File: src/rtl/sync_gate_sequencer.sv
// Measurement-window sequencer: Sync pulse, gate delay, Gate pulse, padding to a
// programmed window length, then a one-cycle Done; repeats while ena stays high.
module sync_gate_sequencer #(
   parameter int unsigned SW = 8,
   parameter int unsigned CW = 16
) (
   input  logic          clk,
   input  logic          rst,
   input  logic          ena,
   input  logic [SW-1:0] Tsync,
   input  logic [SW-1:0] Tgdel,
   input  logic [CW-1:0] Tgate,
   input  logic [CW-1:0] Tlen,
   output logic          Sync,
   output logic          Gate,
   output logic          Done,
   output logic          Busy
);

   typedef enum logic [2:0] {
      S_IDLE,
      S_SYNC,
      S_GDEL,
      S_GATE,
      S_LEN,
      S_DONE
   } state_t;

   state_t        r_state;
   state_t        w_next;
   state_t        w_end_state;
   logic [CW-1:0] r_cnt;
   logic [CW-1:0] r_cnt_len;
   logic [SW-1:0] r_tsync;
   logic [SW-1:0] r_tgdel;
   logic [CW-1:0] r_tgate;
   logic [CW-1:0] r_tlen;
   logic [CW-1:0] w_cnt;
   logic [CW-1:0] w_cnt_len;
   logic [CW:0]   w_cnt_inc;
   logic [CW:0]   w_len_inc;
   logic          w_start;

   // Increments are one bit wider so the "+1" comparisons never wrap.
   assign w_cnt_inc   = {1'b0, r_cnt} + 1'b1;
   assign w_len_inc   = {1'b0, r_cnt_len} + 1'b1;
   assign w_end_state = (w_len_inc < {1'b0, r_tlen}) ? S_LEN : S_DONE;

   always_comb begin
      w_next    = r_state;
      w_cnt     = r_cnt;
      w_cnt_len = r_cnt_len;
      w_start   = 1'b0;
      unique case (r_state)
         S_IDLE, S_DONE: begin
            if (ena) begin
               w_start   = 1'b1;
               w_cnt     = '0;
               w_cnt_len = '0;
               if (Tsync != '0)      w_next = S_SYNC;
               else if (Tgdel != '0) w_next = S_GDEL;
               else if (Tgate != '0) w_next = S_GATE;
               else if (Tlen != '0)  w_next = S_LEN;
               else                  w_next = S_DONE;
            end else begin
               w_next = S_IDLE;
            end
         end
         S_SYNC, S_GDEL, S_GATE, S_LEN: begin
            if (!ena) begin
               w_next    = S_IDLE;
               w_cnt     = '0;
               w_cnt_len = '0;
            end else begin
               w_cnt_len = (&r_cnt_len) ? r_cnt_len : w_len_inc[CW-1:0];
               w_cnt     = w_cnt_inc[CW-1:0];
               case (r_state)
                  S_SYNC: if (w_cnt_inc == (CW+1)'(r_tsync)) begin
                     w_cnt = '0;
                     if (r_tgdel != '0)      w_next = S_GDEL;
                     else if (r_tgate != '0) w_next = S_GATE;
                     else                    w_next = w_end_state;
                  end
                  S_GDEL: if (w_cnt_inc == (CW+1)'(r_tgdel)) begin
                     w_cnt = '0;
                     if (r_tgate != '0) w_next = S_GATE;
                     else               w_next = w_end_state;
                  end
                  S_GATE: if (w_cnt_inc == {1'b0, r_tgate}) begin
                     w_cnt  = '0;
                     w_next = w_end_state;
                  end
                  default: begin
                     w_cnt = '0;
                     if (w_len_inc == {1'b0, r_tlen}) w_next = S_DONE;
                  end
               endcase
            end
         end
         default: begin
            w_next    = S_IDLE;
            w_cnt     = '0;
            w_cnt_len = '0;
         end
      endcase
   end

   // Outputs are registered from the next state so they track r_state exactly.
   always_ff @(posedge clk) begin
      if (rst) begin
         r_state   <= S_IDLE;
         r_cnt     <= '0;
         r_cnt_len <= '0;
         r_tsync   <= '0;
         r_tgdel   <= '0;
         r_tgate   <= '0;
         r_tlen    <= '0;
         Sync      <= 1'b0;
         Gate      <= 1'b0;
         Done      <= 1'b0;
         Busy      <= 1'b0;
      end else begin
         r_state   <= w_next;
         r_cnt     <= w_cnt;
         r_cnt_len <= w_cnt_len;
         if (w_start) begin
            r_tsync <= Tsync;
            r_tgdel <= Tgdel;
            r_tgate <= Tgate;
            r_tlen  <= Tlen;
         end
         Sync <= (w_next == S_SYNC);
         Gate <= (w_next == S_GATE);
         Done <= (w_next == S_DONE);
         Busy <= (w_next != S_IDLE);
      end
   end

endmodule

File: config.mk
export PLATFORM = sky130hd
export DESIGN_NAME = sync_gate_sequencer
export DESIGN_NICKNAME = d
export VERILOG_FILES = /design/src/rtl/sync_gate_sequencer.sv
export SDC_FILE = /design/constraint.sdc
export NUM_CORES = 1
export LEC_CHECK = 0
export CORE_UTILIZATION = 52
export CTS_CLUSTER_SIZE = 40
export DETAILED_ROUTE_END_ITERATION = 8
export PLACE_DENSITY = 0.81
export SKIP_CTS_REPAIR_TIMING = 1
export SLEW_MARGIN = 20
export SYNTH_ARGS = -nofsm -noshare
export SYNTH_HDL_FRONTEND = slang
export SYNTH_SLANG_ARGS = --single-unit
File: constraint.sdc
create_clock -name clk -period 3.31 [get_ports clk]
set_clock_uncertainty 0.15 [all_clocks]
set_input_delay 0.8275 -clock clk [delete_from_list [all_inputs] [get_ports clk]]
set_output_delay 0.8275 -clock clk [all_outputs]
set_load 0.02 [all_outputs]
[Word-level counts from Yosys, hierarchy flattened]
Index checks and enable logic that the tools add are counted.
Word-level totals
  flip-flop bits (word level): 87
  output and inout bits: 4
  logic and storage cells: 67
Operators by class
  eq/ne operators: 14
  order comparisons: 1
  multiplexer cells: 27
  reduce and logical (&&, ||, !) cells: 12
  add/sub/neg operators: 2
Operators with widths (number)
  $mux W16: 7
  $pmux W16 S2: 2
  $pmux W16 S3: 1
  $reduce_bool A16 Y1: 3
  $add A16 B1 Y17 const B: 2
  $eq A17 B16 Y1: 2
  $eq A17 B8 Y1: 2
  $mux W3: 11
  $reduce_bool A8 Y1: 3
  $lt A17 B16 Y1: 1
  $reduce_and A16 Y1: 1
  $eq A3 B2 Y1 const B: 3
  $eq A3 B3 Y1 const B: 3
  $pmux W3 S3: 1
  $eq A3 B1 Y1 const B: 2
  $pmux W3 S2: 1
  $mux W1: 4
  $reduce_or A4 Y1: 1
  $logic_not A3 Y1: 1
  $ne A3 B3 Y1 const B: 1
  $reduce_bool A3 Y1: 1
  $ne A2 B2 Y1 const B: 1
  $reduce_and A2 Y1: 1
  $reduce_or A2 Y1: 1

[Longest topological paths before layout]
Gate-level depths: netlist of the first run.
  depth in word-level cells: 10
  depth in mapped cells: 15

[Least setup slack after synthesis of the first run]
No wires, ideal clock.
  kind: reg-to-reg
  from: register r_cnt_len[0]
  to: register Busy
  path buffers: 0
  arrival time: 2.947 ns
  clock period less this slack: 3.233 ns
  setup time: 0.135 ns
  stages on the path, launching flop included: 15
  slack: 0.077 ns
  path through: dfxtp_1 > ha_1 > nand3_1 > nor2_1 > nand3_1 > xnor2_1 > ha_1 > and4_1 > a221o_1 > a31oi_1 > o31a_1 > and2_1 > o21ai_1 > a221oi_2 > o22ai_1
On the way
  longest elaborated chain between the ends: 10
  elaborated cells between the ends (all ways): 14
  those cells by class: add/sub (1); order compare (1); eq/ne (1); mux (10); reduce/logical (1)
Ends and longest elaborated chain
  from (decl): line 33  | logic [CW-1:0] r_cnt_len;
  from (signal assigned): line 125  | r_cnt_len <= w_cnt_len;
  $add A16 B1 Y17 (*): line 46  | assign w_len_inc = {1'b0, r_cnt_len} + 1'b1;
  $lt A17 B16 Y1: line 47  | assign w_end_state = (w_len_inc < {1'b0, r_tlen}) ? S_LEN : S_DONE;
  $mux W1: line 47
  $mux W3: line 81, 86
  $mux W3: line 80  | if (r_tgdel != '0) w_next = S_GDEL;
  $mux W3: line 78  | S_SYNC: if (w_cnt_inc == (CW+1)'(r_tsync)) begin
  $pmux W3 S3 (*): line 77  | case (r_state)
  $mux W3 (*): line 70  | if (!ena) begin
  $pmux W3 S2 (*): line 54  | unique case (r_state)
  $reduce_bool A3 Y1 (*): line 135  | Busy <= (w_next != S_IDLE);
  to (signal assigned): line 135
  to (decl): line 17  | output logic Busy
Mark *: on every way between the ends. The rest lies on a longest branch, timed or not.
A chain may end at the register's enable or synchronous reset.

[Worst setup path in the final report of the first run]
  from: register r_cnt_len[2]
  to: register Busy
The elaborated chain is that of the path after synthesis.

==> results of run 1 <==
-- final timing paths --
path | depth (start not counted) | slack, ns | endpoint
min | 2 | 0.31 | r_tlen[9]$_SDFFE_PP0P_
min reg2reg | 2 | 0.31 | r_tlen[9]$_SDFFE_PP0P_
max reg2reg | 16 | -0.10 | Busy$_SDFF_PP0_
max | 16 | -0.10 | Busy$_SDFF_PP0_
-- metal layers --
layer,vias up,GRT usage (%),wire [um]
li1,2694,-,-
met3,34,5.201,892
met1,2623,31.96,6209
met5,-,0,0
met4,0,8.878,334
met2,192,45.88,7559
-- state kept, by name, indices dropped and copies added (netlist names), 3 cells and up --
register	count
r_cnt_len	16
r_tgdel	8
r_cnt	16
r_tlen	16
r_tgate	16
r_state	3
r_tsync	8
-- stage by stage --
stage               worst slack [ns]  power [mW]
floorplan                    0.07721       1.391
global placement             0.09249       1.537
detailed placement          -0.04657       1.550
CTS                         -0.09837       2.392
global route                 -0.2640       2.496
finish                       -0.1040       2.396
-- logic make-up after synthesis --
kind of cell | after synthesis | synth area share (%)
xor gates and xnor gates | 55 | 9.239
DFF | 87 | 31.99
adders and majority gates | 18 | 4.137
AOI/OAI and AO/OA | 168 | 19.24
buffers and inverters | 64 | 5.079
and+or+nand+nor | 321 | 29.92
muxes | 2 | 0.3907
-- worst register-to-register path, cell delays in order, from the launching register on --
cell	delay, ns
dfxtp_4	0.38
nand3_1	0.15
nor2_2	0.15
and2_1	0.19
nand2_1	0.09
nor2_1	0.13
xor2_1	0.22
ha_1	0.31
o21ai_1	0.24
nand2b_1	0.11
a311oi_2	0.27
o31a_1	0.22
and2_1	0.13
o21ai_1	0.08
a221oi_2	0.23
buf_4	0.18
o22ai_1	0.07
-- cell type report --
class                           count  share of cell area [%]
Clock buffer                        9                   1.838
Clock inverter                      7                   1.522
Inverter                           21                   1.170
Multi-Input combinational cell    564                   53.45
Sequential cell                    87                   26.18
Tap cell                          133                   2.469
Timing Repair Buffer              100                   13.37
-- cells in the mapped netlist (6+ instances only) --
| cell | instances | area share [%] |
|---|---|---|
| xnor2_1 | 28 | 4.5 |
| xor2_1 | 25 | 4.0 |
| nor2_1 | 39 | 2.7 |
| nor3b_1 | 7 | 0.97 |
| nand3_1 | 23 | 2.1 |
| a22oi_1 | 7 | 0.97 |
| inv_1 | 21 | 1.4 |
| o21ai_0 | 21 | 1.9 |
| or3_1 | 6 | 0.69 |
| nand2_1 | 138 | 9.5 |
| nand4_1 | 8 | 0.92 |
| ha_1 | 18 | 4.1 |
| a21oi_1 | 77 | 7.1 |
| a31oi_1 | 14 | 1.6 |
| buf_2 | 10 | 0.92 |
| dfxtp_1 | 87 | 32 |
| nor2b_1 | 9 | 1.0 |
| nand3b_1 | 7 | 0.97 |
| nor3_1 | 20 | 1.8 |
| nor4_1 | 29 | 3.3 |
| clkbuf_1 | 23 | 1.6 |
-- cell usage in the layout (no fill, tap or decap), types with 5 or more instances in the layout --
master / netlist / routed
xor2_1: 25 / 24
nand2b_1: 5 / 5
nor3_1: 20 / 19
nand4_1: 8 / 8
clkdlybuf4s50_1: 0 / 53
a21o_1: 5 / 5
nand2_1: 138 / 138
xnor2_1: 28 / 24
a22oi_1: 7 / 7
o21ai_0: 21 / 19
clkbuf_8: 0 / 9
buf_4: 2 / 43
inv_1: 21 / 21
or3_1: 6 / 6
dfxtp_2: 0 / 9
nand3_1: 23 / 20
nand3b_1: 7 / 7
nor4_1: 29 / 27
nor3b_1: 7 / 7
and2_1: 4 / 5
a31oi_1: 14 / 14
o21ai_1: 5 / 7
dfxtp_1: 87 / 75
ha_1: 18 / 14
a21oi_1: 77 / 76
nor2_1: 39 / 38
nor2b_1: 9 / 9
-- power groups by stage --
| stage | Combinational (mW) | Clock, mW | Sequential [mW] |
|---|---|---|---|
| 2_1_floorplan | 0.240 | 0 | 1.15 |
| 3_3_place_gp | 0.375 | 0 | 1.16 |
| 3_5_place_dp | 0.385 | 0 | 1.16 |
| 4_1_cts | 0.388 | 0.865 | 1.14 |
| 5_1_grt | 0.446 | 0.906 | 1.14 |
| 6_report | 0.405 | 0.852 | 1.14 |
==> summary.md, run 1 <==
| Metric | Value |
|---|---|
| Global-route wire length before repair | 23.44 mm |
| # Max-Cap Violations | 0 |
| RR Startpoint | r_cnt_len[2]$_SDFFE_PP0P_ |
| Start point of the critical path | r_cnt_len[2]$_SDFFE_PP0P_ |
| Routed Antenna Nets | 0 |
| Hold path start | r_tlen[9]$_SDFFE_PP0P_ |
| Crit Path Class | flip-flop to flip-flop |
| Yosys cell types | 70 |
| Ant. Diodes | 0 |
| Total gr overflow | 0 |
| Number of flops mapped to enable cells by yosys | 0 |
| Crit-path max FO | 5 |
| Buffers on Ports | 54 |
| Clk Latency, worst-skew pair | 0.36 ns |
| Post-route non-filler standard cell count | 921 |
| Setup ws final | -0.1040 ns |
| TritonCTS buffer count | 9 |
| Post-Route WL | 15.00 mm |
| Synthesized flop and latch total | between 80 and 90 |
| Comb pwr share | 16.9% |
| CP delay by family, top | compound AO/OA/AOI/OAI gates |
| Worst slew pin tran | 0.6252 ns |
| Core region area | about 10000 um^2 |
| Max VDD drop | roughly 280 uV |
| Failing checks | setup timing |
| # setup viols final | 5 |
| Run status | complete, but fails checks |
| Chip width | 104.3 um |
| Worst hold path class | flip-flop to flip-flop |
| Vias | 5543 |
| Fin. max-slew vios | 0 |
| Seq/Total Area, Yosys | 31.99% |
| Reg power frac | between 40% and 50% |
| Dpl hpwl | 10.90 mm |
| Site Rows | 36 |
| Area of the multi-input gates | around 3600 um^2 |
| Hold Violations, Final | 0 |
| # nets final | between 800 and 900 |
| Syn-to-layout area delta | 23.79% |
| Htree depth | 3 |
| Fillers | between 700 and 800 |
| Die H | approximately 100 um |
| FF+latch area | 1764 um^2 |
| Internal power | 1.710 mW |
| Max Clk Rate | slightly below 300 MHz |
| NetSw | 0.6860 mW |
| Post-route clock period utilization | 103.1% |
| DRC Markers | 0 |
| Worst path bufs/invs | 1 |
| Initial antenna violation count | 0 |
| WL/cell | 16.28 um |
| Inst Count DP | 901 |
| Synth warn | 0 |
| Minimum clock period after layout | 3.414 ns |
| Worst Setup End Kind | flip-flop |
| Max stage delay cell, worst path | dfxtp_4 |
| PD cells | 355.5 nW/um^2 |
| CP cell instances | nand3_1 > nor2_2 > and2_1 > nand2_1 > nor2_1 > xor2_1 > ha_1 > o21ai_1 > nand2b_1 > a311oi_2 > o31a_1 > and2_1 > o21ai_1 > a221oi_2 > buf_4 > o22ai_1 |
| Max incr delay on CP | 0.38 ns |
| Routability cong. | 0.9590 |
| WHS | 0.3115 ns |
| Clock tree buffer depth | 2 |
| Full die area | 10880 um^2 |
| Starting Density | a little over half |
| Clock power frac | 35.6% |
| Syn avg cell area | ~7.6 um^2 |
| Synth Instances | 715 |
| Post-layout util | 67.70% |
| CTS tree | yes |
| Slew Limit Headroom | 58.23% |
| Design area | 6739 um^2 |
| Critical Path Source Type | flip-flop |
| Via-to-Cell Ratio | 6.018 |
| Drt pass-1 iters | 5 |
| Crit path DAT | 3.50 ns |
| CTS sink cnt | between 80 and 90 |
| Worst Path Required | 3.40 ns |
| Layout cell share with drive strength beyond 1 | 14.21% |
| Syn_nets | 784 |
| Clock root cell | clkbuf_8 |
| Sw Ratio | 28.63% |
| Vias in the first global route | around 5000 |
| Post-synth ARST share | 0% |
| Gr usage total | 26.27% |
| Pleak | 2.573 nW |
| Largest net degree at the start of global routing | 60 |
| Iter 0 DRT Violations | 403 |
| Top_reg_cell synth | dfxtp_1 |
| IO Pins | 55 |
| Post-route setup TNS | -0.4431 ns |
| Synthesized area | approximately 5400 um^2 |
| Worst-path clk slew | around 0.090 ns |
| Placed Area | approximately 6300 um^2 |
No activity file was read; power rests on OpenSTA's default activity.
==> inputs of run 2 (changes only) <==
==> constraint.sdc (replaced) <==
create_clock -name clk -period 3.31 [get_ports clk]
set_clock_uncertainty 0.15 [all_clocks]
set_input_delay 0.662 -clock clk [delete_from_list [all_inputs] [get_ports clk]]
set_output_delay 0.662 -clock clk [all_outputs]
set_load 0.02 [all_outputs]
==> run 2 against run 1 <==
The run now ends clean. Cell area about the same. Total power fell by 7.4%. Core utilization decreased by 0.050 points. Via count down 0.20%. Hold slack is essentially flat. Critical endpoint unchanged. Flip-flop and latch count is the same.
==> summary.md, run 2 (synthesized netlist as in run 1, its figures left out) <==
| Metric | Value |
|---|---|
| WL/cell | 16.63 um |
| TritonCTS buffer count | 9 |
| Fillers | 824 |
| Vias in the first global route | 5081 |
| Area of the multi-input gates | about 3600 um^2 |
| DR top layer | met4 |
| Max VDD drop | 250.2 uV |
| IO Pins | 55 |
| Worst path bufs/invs | 1 |
| # nets final | 858 |
| Minimum clock period after layout | 3.260 ns |
| Routed Antenna Nets | 0 |
| Post-Route WL | 15.42 mm |
| Worst hold path class | flip-flop to flip-flop |
| Most common cell after layout, fill and taps aside | nand2_1 |
| RR Startpoint | r_cnt_len[1]$_SDFFE_PP0P_ |
| Critical Path Source Type | flip-flop |
| Clock tree buffer depth | 2 |
| Largest net degree at the start of global routing | roughly 70 |
| Worst Path Required | 3.40 ns |
| Hold Violations, Final | 0 |
| Buffers on Ports | 54 |
| NetSw | around 0.67 mW |
| WHS | 0.3117 ns |
| Internal power | ~1.5 mW |
| Met1 WL | 6.441 mm |
| Run status | completed |
| Iter 0 DRT Violations | about 410 |
| Crit-path max FO | 8 |
| FF+latch area | approximately 1800 um^2 |
| Vias | 5532 |
| Routed wl met3 | 858 um |
| Commonest cells after routing, fill and taps aside | nand2_1 (138), dfxtp_1 (78), a21oi_1 (76) |
| Pre-CTS WS | -0.09313 ns |
| Max incr delay on CP | 0.38 ns |
| Fin. max-slew vios | 0 |
| Clock root cell | clkbuf_8 |
| Initial antenna violation count | 0 |
| Layout cell share with drive strength beyond 1 | 14.99% |
| Clock power frac | between 30% and 40% |
| R2R Setup Slk | 0.05 ns |
| Core region area | 9955 um^2 |
| Pleak | 2.585 nW |
| Comb pwr share | 18.4% |
| Hold path start | r_tlen[7]$_SDFFE_PP0P_ |
| Gr usage total | 27.52% |
| # setup viols final | 0 |
| Clk Latency, worst-skew pair | around 0.37 ns |
| Ant. Diodes | 0 |
| CTS sink cnt | 87 |
| Reg power frac | 51.2% |
| Via-to-Cell Ratio | 5.968 |
| RSZ-0062 raised after global routing | yes |
| Max Clk Rate | 306.8 MHz |
| CP cell instances | ha_4 > nand3_2 > nor2_2 > buf_6 > and3_4 > nand3_2 > xnor2_2 > ha_4 > o21ai_2 > nand2b_1 > a311oi_2 > o31a_1 > and2_4 > o21ai_4 > a221oi_4 > o22ai_1 |
| Setup ws final | between 0.05 and 0.06 ns |
| Sw Ratio | between 30% and 40% |
| # Max-Cap Violations | 0 |
| Crit Path Class | flip-flop to flip-flop |
| Syn-to-layout area delta | 23.70% |
| Worst-path clk slew | around 0.09 ns |
| Global-route wire length before repair | 24.35 mm |
| Max stage delay cell, worst path | dfxtp_4 |
| Crit path DAT | between 3 and 4 ns |
| Chip width | about 100 um |
| Total gr overflow | 0 |
| Site Rows | 36 |
| Worst slew pin tran | 0.7099 ns |
| Routed wl met2 | 7.706 mm |
| Start point of the critical path | r_cnt_len[1]$_SDFFE_PP0P_ |
| Slew Limit Headroom | a little over half |
| PD cells | roughly 330 nW/um^2 |
| Htree depth | 3 |
| DRC Markers | 0 |
| CTS tree | yes |
| Drt pass-1 iters | 5 |
| CP delay by family, top | compound AO/OA/AOI/OAI gates |
| Post-route clock period utilization | 98.48% |
| Full die area | 10880 um^2 |
| Starting Density | 54.69% |
| Dpl hpwl | about 11 mm |
| Die H | 104.3 um |
| Routability cong. | 0.9326 |
| Worst Setup End Kind | flip-flop |
## run 2: cell types whose count changed in the layout (fill, tap and decap cells not counted), sizes merged
cell / change
clkinv: +2
clkinvlp: +1
inv: -3
clkbuf: +2
buf: +6
bufinv: -2
## run 2: path summary, 6_finish.rpt
check | endpoint | cells past startpoint
setup reg to reg | Busy$_SDFF_PP0_ | 16
hold / removal | r_tlen[7]$_SDFFE_PP0P_ | 2
setup / recovery | Busy$_SDFF_PP0_ | 16
hold reg to reg | r_tlen[7]$_SDFFE_PP0P_ | 2
## run 2: metrics by stage
step           cells  total power [mW]  util (%)  instance area (um^2)  TNS, ns
4_1_cts          920             2.210     64.94                  6465  -0.5551
6_report         927             2.220     67.65                  6734        0
3_3_place_gp     904             1.538     63.27                  6299        0
3_5_place_dp     904             1.555     63.27                  6299  -0.3941
2_1_floorplan    715             1.391         -                  5444        0
5_1_grt          927             2.323     67.65                  6734  -0.2565
## run 2: worst reg2reg max path, cell delays in order (launching register included)
cell and delay (ns):
dfxtp_4 0.38, ha_4 0.15, nand3_2 0.06, nor2_2 0.13
buf_6 0.15, and3_4 0.21, nand3_2 0.10, xnor2_2 0.26
ha_4 0.25, o21ai_2 0.05, nand2b_1 0.07, a311oi_2 0.25
o31a_1 0.22, and2_4 0.16, o21ai_4 0.06, a221oi_4 0.33
o22ai_1 0.14
## run 2: cell type report
| cell class | count | area share [%] |
|---|---|---|
| clock buffers | 11 | 1.951 |
| clock inverters | 5 | 0.5203 |
| inverters | 21 | 1.171 |
| multi-input cells | 564 | 53.57 |
| flip-flops and latches | 87 | 26.22 |
| well taps | 133 | 2.471 |
| repair buffers | 106 | 14.10 |
## run 2: per-layer routing
| metal | up-vias | global-route usage [%] |
|---|---|---|
| met5 | - | 0 |
| met4 | 0 | 8.980 |
| met3 | 38 | 5.451 |
| met2 | 193 | 47.54 |
| met1 | 2607 | 34.07 |
| li1 | 2694 | - |
## run 2: power by group through the flow
| stage | Combinational, mW | Sequential, mW | Clock [mW] |
|---|---|---|---|
| CTS | 0.393 | 1.14 | 0.678 |
| detailed placement | 0.391 | 1.16 | 0 |
| global route | 0.450 | 1.14 | 0.730 |
| global placement | 0.376 | 1.16 | 0 |
| finish | 0.409 | 1.14 | 0.673 |
| floorplan | 0.240 | 1.15 | 0 |
